[src/rtl/ss_seq.sv]
// Save-state sequencer: walks mapper slots 0..LAST_ADDR, copying slot bytes to a
// buffer memory (save) or writing buffered bytes back over the save-state bus (restore).
module ss_seq #(
   parameter int LAST_ADDR = 127,
   parameter int RD_SETTLE = 4,
   parameter int WE_HOLD   = 16
) (
   input  logic       clk,
   input  logic       rst,
   input  logic       start,
   input  logic       mode,
   input  logic [7:0] map_idx,
   output logic       busy,
   output logic       done,
   output logic       err,
   output logic       ss_act,
   output logic       ss_we,
   output logic [7:0] ss_addr,
   output logic [7:0] ss_wdat,
   input  logic [7:0] ss_rdat,
   output logic       mem_req,
   output logic       mem_we,
   output logic [7:0] mem_addr,
   output logic [7:0] mem_wdat,
   input  logic [7:0] mem_rdat,
   input  logic       mem_ack
);

   typedef enum logic [2:0] {
      IDLE,
      SV_SET,
      SV_WR,
      RS_CHK,
      RS_RD,
      RS_WE,
      RS_GAP,
      FIN
   } state_t;

   localparam logic [7:0]  LAST       = 8'(LAST_ADDR);
   localparam logic [15:0] SETTLE_END = 16'(RD_SETTLE);
   localparam logic [15:0] HOLD_END   = 16'(WE_HOLD - 1);

   state_t      state;
   logic [7:0]  addr;
   logic [15:0] cnt;

   always_ff @(posedge clk) begin
      if (rst) begin
         state    <= IDLE;
         addr     <= 8'd0;
         cnt      <= 16'd0;
         busy     <= 1'b0;
         done     <= 1'b0;
         err      <= 1'b0;
         ss_act   <= 1'b0;
         ss_we    <= 1'b0;
         ss_addr  <= 8'd0;
         ss_wdat  <= 8'd0;
         mem_req  <= 1'b0;
         mem_we   <= 1'b0;
         mem_addr <= 8'd0;
         mem_wdat <= 8'd0;
      end else begin
         done <= 1'b0;
         case (state)
            // FIN already has busy low, so a start arriving there is accepted too.
            IDLE, FIN: begin
               state <= IDLE;
               if (start) begin
                  err    <= 1'b0;
                  busy   <= 1'b1;
                  ss_act <= 1'b1;
                  cnt    <= 16'd0;
                  addr   <= 8'd0;
                  if (mode) begin
                     state <= RS_CHK;
                  end else begin
                     state   <= SV_SET;
                     ss_addr <= 8'd0;
                  end
               end
            end

            // ss_addr has been stable for RD_SETTLE full cycles when ss_rdat is sampled.
            SV_SET: begin
               if (cnt == SETTLE_END) begin
                  mem_wdat <= ss_rdat;
                  mem_req  <= 1'b1;
                  mem_we   <= 1'b1;
                  mem_addr <= addr;
                  state    <= SV_WR;
               end else begin
                  cnt <= cnt + 16'd1;
               end
            end

            SV_WR: begin
               if (mem_ack) begin
                  mem_req <= 1'b0;
                  if (addr == LAST) begin
                     state  <= FIN;
                     busy   <= 1'b0;
                     ss_act <= 1'b0;
                     done   <= 1'b1;
                  end else begin
                     addr    <= addr + 8'd1;
                     ss_addr <= addr + 8'd1;
                     cnt     <= 16'd0;
                     state   <= SV_SET;
                  end
               end
            end

            RS_CHK: begin
               if (!mem_req) begin
                  mem_req  <= 1'b1;
                  mem_we   <= 1'b0;
                  mem_addr <= LAST;
               end else if (mem_ack) begin
                  mem_req <= 1'b0;
                  if (mem_rdat != map_idx) begin
                     err    <= 1'b1;
                     state  <= FIN;
                     busy   <= 1'b0;
                     ss_act <= 1'b0;
                     done   <= 1'b1;
                  end else begin
                     addr  <= 8'd0;
                     state <= RS_RD;
                  end
               end
            end

            // ss_addr moves here, while ss_we is low, well ahead of the write strobe.
            RS_RD: begin
               if (!mem_req) begin
                  mem_req  <= 1'b1;
                  mem_we   <= 1'b0;
                  mem_addr <= addr;
                  ss_addr  <= addr;
               end else if (mem_ack) begin
                  mem_req <= 1'b0;
                  ss_wdat <= mem_rdat;
                  ss_we   <= 1'b1;
                  cnt     <= 16'd0;
                  state   <= RS_WE;
               end
            end

            RS_WE: begin
               if (cnt == HOLD_END) begin
                  ss_we <= 1'b0;
                  state <= RS_GAP;
               end else begin
                  cnt <= cnt + 16'd1;
               end
            end

            RS_GAP: begin
               if (addr == LAST) begin
                  state  <= FIN;
                  busy   <= 1'b0;
                  ss_act <= 1'b0;
                  done   <= 1'b1;
               end else begin
                  addr  <= addr + 8'd1;
                  state <= RS_RD;
               end
            end

            default: state <= IDLE;
         endcase
      end
   end

endmodule

[config.mk]
export PLATFORM = sky130hd
export DESIGN_NAME = ss_seq
export DESIGN_NICKNAME = d
export VERILOG_FILES = /design/src/rtl/ss_seq.sv
export SDC_FILE = /design/constraint.sdc
export NUM_CORES = 1
export LEC_CHECK = 0
export CAP_MARGIN = 15
export CORE_ASPECT_RATIO = 1.1
export CORE_UTILIZATION = 45
export DETAILED_ROUTE_END_ITERATION = 12
export GPL_ROUTABILITY_DRIVEN = 0
export PLACE_DENSITY = 0.68
export SLEW_MARGIN = 15
export SYNTH_ARGS = -nofsm -noshare
export SYNTH_HDL_FRONTEND = slang
export SYNTH_SLANG_ARGS = --single-unit
[constraint.sdc]
create_clock -name clk -period 4.1 [get_ports clk]
set_input_delay 0.615 -clock clk [delete_from_list [all_inputs] [get_ports clk]]
set_output_delay 0.615 -clock clk [all_outputs]
set_load 0.1 [all_outputs]
# == After elaboration in Yosys (flattened, before gate mapping) ==
# Cells that the tools add are included.
# classes
add_sub_neg,2
n_mul,0
div_mod_pow,0
order_cmp,0
eq_ne,28
shifts,0
n_mux,69
n_bitwise,0
reduce_logical,23
# op_table
operator,n
$mux W16,7
$mux W8,13
$pmux W16 S5,1
$pmux W8 S3,2
$ne A2 B2 Y1 const B,17
$pmux W8 S4,1
$mux W1,25
$mux W3,8
$pmux W3 S7,1
$reduce_and A6 Y1,3
$add A16 B1 Y16 const B,1
$eq A16 B3 Y1 const B,1
$eq A16 B4 Y1 const B,1
$eq A3 B3 Y1 const B,4
$reduce_and A3 Y1,3
$reduce_bool A3 Y1,3
$add A8 B1 Y8 const B,1
$eq A8 B7 Y1 const B,1
$mux W2,4
$ne A8 B8 Y1,1
$pmux W1 S4,2
$reduce_and A4 Y1,2
$reduce_and A8 Y1,1
$reduce_and A7 Y1,1
other kinds (11),18
# totals
regBits,66
latch_bits,0
ramBits,0
mem_bits_ro,0
input_bits,29
memories,0

# == Depth between registers and ports, before layout ==
# Gate-level depths: netlist of run 1.
# depth
ltp_word,5
ltp_mapped,9
ltp_nobuf,7

# == Worst setup path after synthesis of run 1 ==
# No wires, ideal clock.
# synth_path
path_type,register to register
start,register mem_req
end,register addr[2]
setup_ps,156
t_arrival_ps,2342
t_required_ps,3944
setup_slack_ps,1602
stages_incl_launch_ff,7
path_buffers,1
cell_sequence,dfxtp_1 -> clkbuf_1 -> mux2i_1 -> a21oi_1 -> nor2_1 -> a311oi_1 -> a311oi_1
# synth_between
elab_chain_cells,2
# synth_rtl
item,line,rtl
start: declaration,21,"output logic mem_req,"
start signal: assignment,60,mem_req <= 1'b0;
start signal: assignment,89,mem_req <= 1'b1;
start signal: assignment,100,mem_req <= 1'b0;
$ne A2 B2 Y1 (no line),n/a,
$reduce_and A6 Y1 (no line),n/a,
end signal: assignment,107,addr <= addr + 8'd1;
end signal: assignment,167,addr <= addr + 8'd1;
end: declaration,45,logic [7:0] addr;
# Every way passes these cells.
# A chain may end at the register's enable or synchronous reset.

# == Final worst setup path of run 1 ==
# layout_path
start,register state[2]
end,register cnt[15]
# layout_between
elab_chain_cells,4
elab_cells_between_ends,17
classes_between,eq/ne (12); mux (1); reduce/logical (4)
# layout_rtl
item,line,rtl
start: declaration,44,state_t state;
start signal: assignment,50,state <= IDLE;
start signal: assignment,69,state <= IDLE;
start signal: assignment,77,state <= RS_CHK;
$eq A3 B3 Y1 or $logic_not A3 Y1 (tied branches),66,case (state)
$reduce_or A2 Y1,66,
$reduce_bool A5 Y1 (no line) or $ne A2 B2 Y1 (tied branches),n/a,
$reduce_and A8 Y1 (no line),n/a,
end signal: assignment,94,cnt <= cnt + 16'd1;
end signal: assignment,156,cnt <= cnt + 16'd1;
end: declaration,46,logic [15:0] cnt;
# Parallel ways exist; a longest one is shown, timed or not.

==> qor.yml, run 1 <==
async_flop_share: 0
maxSlewHeadroom: 0.277
whs_ps: 454
worstPathArrival_ps: 3170
grt_usage: 0.228
antenna_found_initial: 0
avgViaCountPerCell: 5.62
insertion_delay_ps: 340
clkSinkCount: 65
syn_inst: 442
wire_per_inst_um: 14.8
tritoncts: "built"
final_nets: 519
finalHoldViolCount: 0
drc: 0
cts.reportedPaths.clkPinSlew_ps: 70
hold_buffers: 0
path_class: "flop to flop"
p_comb_frac: 0.490
cts_root_buffer: "clkbuf_8"
final_area_mm2: 0.00436
ys_top_cells_by_area: "dfxtp_1 (37%), a21oi_1 (5.6%), nand2_1 (4.4%), a211oi_1 (4.2%), nor2_1 (4.1%)"
synthToLayoutAreaGrowth_pct: 23.1
syn_area_mm2: 0.00354
placed_area_mm2: 0.00417
skew_ps: 9.23
highest_layer: "met4"
power_frac_clock: 0.197
portBuffers: 67
hpwl_um: 6300
grt_first_pass_wirelength_um: 14800
drtPass1Iterations: 5
timing.rr.start: "state[2]$_SDFFE_PP0P_"
cts_buffer_depth: 2
synth_fp_nets: 474
cts_resized: 0
antenna_left: 0
outcome: "completed"
cap_viol_max_count: 0
final_common_cell: "clkdlybuf4s50_1"
clock.fmax_mhz: 345
max-vdd-ir-drop_mv: 0.329
synth.avg_cell_area_um2: 8.02
wl_met2_um: 4120
drtIter0Drc: 144
leakage_nw: 1.38
vias: 3355
ys_seq_elements: 65
wl_met3_um: 407
intPower_mw: 1.38
tightest_slew_ps: 1080
wl_met1_um: 4280
period_share: 0.708
setup_tns_ps: 0
synth_ff_type: "dfxtp_1"
pre_cts_slack_ps: 942
yosysUniqueCellTypes: 58
period_needed_ps: 2900
totalWireLength_um: 8860
yosysSeqAreaShare: 0.367
grt_max_degree: 59
crit_start: "state[2]$_SDFFE_PP0P_"
die_height_um: 95.1
antennaDiodeCount: 0
min-delay-start: "ss_wdat[2]$_SDFFE_PP0P_"
p_sw_frac: 0.491
die_area_mm2: 0.00823
power.switching_mw: 1.33
fillerInstances: 690
hold_class: "flop to flop"
h-tree-depth: 3
endpoint_kind: "flop"
crit_path_start_kind: "flop"
postCtsSetupRepairBufs: 0
mostFrequentLayoutCells: "clkdlybuf4s50_1 (66), dfxtp_1 (65), nand2_1 (42), a21oi_1 (40), nor2_1 (39)"
synth_edf_count: 0
seqPwrFrac: 0.312
core_region_area_mm2: 0.00756
placedCellCount: 581
setup_violations: 0
synth_top_area_cell: "dfxtp_1"
worst_slack_ps: 1200
power_density_mw_per_mm2: 623
final_cells: 597
cp_data_required_time_ps: 4360
synth_top_area_share: 0.367
die_w_um: 86.6
path_max_fanout: 31
drive_gt1_frac: 0.0650
cts_buffers: 9
slew_violations: 0
overflow: 0
initial_core_util: 0.469
pin_count: 68
grt_setup_unrepaired: "false"
num_rows: 33
ys_warn_count: 0
grt_pass1_vias: 3078
layout make-up:
type | instances | area (µm²) | area share
Tap cell | 105 | 131 | 0.0301
Multi-Input combinational cell | 336 | 2040 | 0.469
Sequential cell | 65 | 1300 | 0.298
Inverter | 8 | 30.0 | 0.00689
Clock buffer | 13 | 149 | 0.0341
Timing Repair Buffer | 67 | 666 | 0.153
Clock inverter | 3 | 40.0 | 0.00918
per-stage QoR:
step,utilization,power [mW]
6_report,0.577,2.72
5_1_grt,0.577,2.87
4_1_cts,0.577,2.73
3_5_place_dp,0.552,2.19
3_3_place_gp,0.552,2.18
2_1_floorplan,-,1.94
Yosys cell counts, types with 2 or more instances:
cell type  count
nor2b_1        5
o31ai_1        5
nand3_1       16
nand2b_1       6
inv_1          7
nor3_1        11
a311oi_1      11
nand3b_1       3
a21oi_1       40
buf_6          3
ha_1           3
and2_1         5
dfxtp_1       65
and3_1         6
o21bai_1       3
or4_1          8
buf_2          3
a31oi_1        7
nor4_1         5
buf_4          5
nor3b_1        5
a21oi_2       10
o21ai_0       26
a22o_1         2
xor2_1         8
nand4_1        6
clkbuf_1      21
nand2_1       42
mux2i_1       10
or3_1          9
nor2_1        39
a211oi_1      20
a22oi_1        2
routing by layer:
metal  up-vias  track usage
li1       1716            -
met1      1564        0.305
met2        70        0.366
met3         5       0.0589
met4         0       0.0569
met5         -            0
kinds of logic after synthesis:
logic type	share of synthesized area
compound gates	0.254
xor+xnor	0.0198
buf+inv	0.0561
flops	0.367
simple gates	0.264
fa+ha+maj	0.0106
mux	0.0282
critical path, cell delays in order, from the launching register on:
cell and delay (ps):
dfxtp_1 940, and3b_1 350, a31oi_1 220, nand3_1 480, or4_1 680, a21oi_2 160
final timing paths:
check | endpoint | slack [ps] | cells past startpoint
max | cnt[15]$_SDFFE_PP0P_ | 1200 | 5
min | ss_wdat[2]$_SDFFE_PP0P_ | 450 | 2
max reg2reg | cnt[15]$_SDFFE_PP0P_ | 1200 | 5
min reg2reg | ss_wdat[2]$_SDFFE_PP0P_ | 450 | 2
power by group through the flow:
stage               Combinational (mW)  Sequential (mW)  Clock, mW
floorplan                        0.633             1.31          0
global placement                  1.32            0.860          0
detailed placement                1.33            0.862          0
CTS                               1.33            0.847      0.547
global route                      1.43            0.868      0.577
finish                            1.33            0.848      0.535
flip-flops by register name, summed over array words and instances (netlist names):
name,cells
cnt,16
addr,8
mem_addr,8
mem_wdat,8
ss_addr,8
ss_wdat,8
state,3
busy,1
done,1
err,1
mem_req,1
mem_we,1
ss_we,1
Power figures use the tool's default switching activity.
==> inputs of run 2 (changes only) <==
==> constraint.sdc (replaced) <==
create_clock -name clk -period 2.9 [get_ports clk]
set_input_delay 0.435 -clock clk [delete_from_list [all_inputs] [get_ports clk]]
set_output_delay 0.435 -clock clk [all_outputs]
set_load 0.1 [all_outputs]
==> run 2 against run 1 <==
Sequential power rose by 34%. Highest routed layer unchanged. Flip-flop and latch count unchanged. Combinational power is 51% higher. Worst hold slack gained 3.7 ps. Critical endpoint is now cnt[8]$_SDFFE_PP0P_. Die area did not move. Routed wire length increased by 4.3%. Via count grew 5.7%. Utilization rose by 0.73 points. Register-to-register slack worse by 670 ps.
==> qor.yml, run 2 (same netlist as run 1, synthesis figures left out) <==
totalWireLength_um: 9250  # +4.3%
cts_buffers: 9  # unchanged
drtIter0Drc: 236  # +64%
grt_usage: 0.244  # +0.0161
overflow: 0  # unchanged
power_density_mw_per_mm2: 896  # +44%
r2r_cells: 7  # +2
path_class: "input port to flop"
seqPwrFrac: 0.288  # -0.024
grt_setup_unrepaired: "false"
final_cells: 615  # +3.0%
path_max_fanout: 13  # -58%
worstPathArrival_ps: 2700  # -470 ps
maxSlewHeadroom: 0.565  # +0.288
cts.reportedPaths.clkPinSlew_ps: 70  # about the same
r2r_end: "cnt[8]$_SDFFE_PP0P_"
outcome: "completed"
finalHoldViolCount: 0  # unchanged
hold_buffers: 0  # unchanged
final_area_mm2: 0.00442  # +1.3%
cts_buffer_depth: 2  # unchanged
grt_pass1_vias: 3316  # +7.7%
cap_viol_max_count: 0  # unchanged
insertion_delay_ps: 350  # about the same
hold_class: "flop to flop"
die_area_mm2: 0.00823  # unchanged
cts_root_buffer: "clkbuf_8"
slew_violations: 0  # unchanged
cts_resized: 0  # unchanged
whs_ps: 457  # +3.70 ps
setup_violations: 0  # unchanged
drc: 0  # unchanged
power.switching_mw: 1.94  # +45%
setup_tns_ps: 0  # unchanged
intPower_mw: 2.02  # +46%
period_share: 0.838
drtPass1Iterations: 5  # unchanged
hpwl_um: 6620  # +5.1%
period_needed_ps: 2430
timing.rr.start: "state[1]$_SDFFE_PP0P_"
final_nets: 537  # +3.5%
clkSinkCount: 65  # unchanged
h-tree-depth: 3  # unchanged
final_common_cell: "dfxtp_1"
pin_count: 68  # unchanged
power_frac_clock: 0.204  # +0.007
drive_gt1_frac: 0.178  # +0.113
largest_reg_flops: 16  # unchanged
fillerInstances: 749  # +8.6%
placedCellCount: 599  # +3.1%
antenna_found_initial: 0  # unchanged
tritoncts: "built"
whs_endpoint: "ss_wdat[2]$_SDFFE_PP0P_"
p_comb_frac: 0.508  # +0.018
min_path_cells: 2  # unchanged
mostFrequentLayoutCells: "dfxtp_1 (65), buf_4 (57), nand2_1 (42), a21oi_1 (40), nor2_1 (39)"
crit_path_start_kind: "input port"
cp_data_required_time_ps: 3180  # -1180 ps
vias: 3546  # +5.7%
synthToLayoutAreaGrowth_pct: 24.6
r2r_slack_ps: 530  # -670 ps
tightest_slew_ps: 652  # -433 ps
antennaDiodeCount: 0  # unchanged
max-vdd-ir-drop_mv: 0.421  # +28%
p_sw_frac: 0.490  # -0.00151
clock.fmax_mhz: 412
power_mw: 3.96  # +46%
num_rows: 33  # unchanged
placed_area_mm2: 0.00421  # +0.90%
endpoint_kind: "flop"
die_height_um: 95.1  # unchanged
initial_core_util: 0.469  # unchanged
core_region_area_mm2: 0.00756  # unchanged
wire_per_inst_um: 15.0  # +1.2%
portBuffers: 67  # unchanged
skew_ps: 8.97  # -0.263 ps
avgViaCountPerCell: 5.77  # +2.6%
postCtsSetupRepairBufs: 0  # unchanged
die_w_um: 86.6  # unchanged
leakage_nw: 1.55  # +13%
grt_max_degree: 31  # -47%
antenna_left: 0  # unchanged
min-delay-start: "ss_wdat[2]$_SDFFE_PP0P_"
grt_first_pass_wirelength_um: 15700  # +5.6%
top_register: "cnt"
==> run 2: cell types whose count changed in the layout (fill, tap and decap cells not counted), sizes merged <==
| cell | delta |
|---|---|
| clkdlybuf4s50 | -39 |
| buf | +57 |
| clkbuf | -1 |
| clkinvlp | +1 |
==> run 2: worst max-delay path, stage by stage <==
cell,delay [ps]
clkdlybuf4s50_1,630
inv_1,110
a32oi_1,320
nand3_1,410
buf_4,290
or3_1,370
a21oi_2,140
==> run 2: area by class of cell <==
class / instances / area [µm²] / share of cell area
timing repair buffer: 85 / 703 / 0.159
tap: 105 / 131 / 0.0298
multi-input combinational: 336 / 2040 / 0.463
clock inverter: 4 / 51.3 / 0.0116
inverter: 8 / 30.0 / 0.00680
sequential: 65 / 1300 / 0.295
clock buffer: 12 / 155 / 0.0351
==> run 2: worst max-delay path by stage <==
stage	start	endpoint
final	start	cnt[8]$_SDFFE_PP0P_
after CTS	start	cnt[8]$_SDFFE_PP0P_
after floorplan	mem_req$_SDFFE_PP0P_	addr[2]$_SDFFE_PP0P_
after global placement	start	cnt[8]$_SDFFE_PP0P_
after detailed placement	start	cnt[8]$_SDFFE_PP0P_
after global routing	state[1]$_SDFFE_PP0P_	cnt[8]$_SDFFE_PP0P_
==> run 2: per-stage QoR <==
stage	worst slack, ps	util
5_1_grt	343	0.584
3_3_place_gp	251	0.557
3_5_place_dp	167	0.557
6_report	471	0.584
4_1_cts	515	0.584
2_1_floorplan	402	-
==> run 2: power by group through the flow <==
stage / Combinational (mW) / Clock, mW / Sequential, mW
after detailed placement: 2.00 / 0 / 1.16
after floorplan: 0.896 / 0 / 1.85
after global placement: 1.99 / 0 / 1.15
after global routing: 2.17 / 0.861 / 1.16
after CTS: 2.01 / 0.817 / 1.14
final: 2.01 / 0.806 / 1.14
==> run 2: layer usage <==
layer	wire length, µm	GRT usage	up-vias
li1	-	-	1750
met1	4190	0.312	1670
met2	4330	0.395	111
met3	531	0.0433	15
met4	192	0.124	0
met5	0	0	-
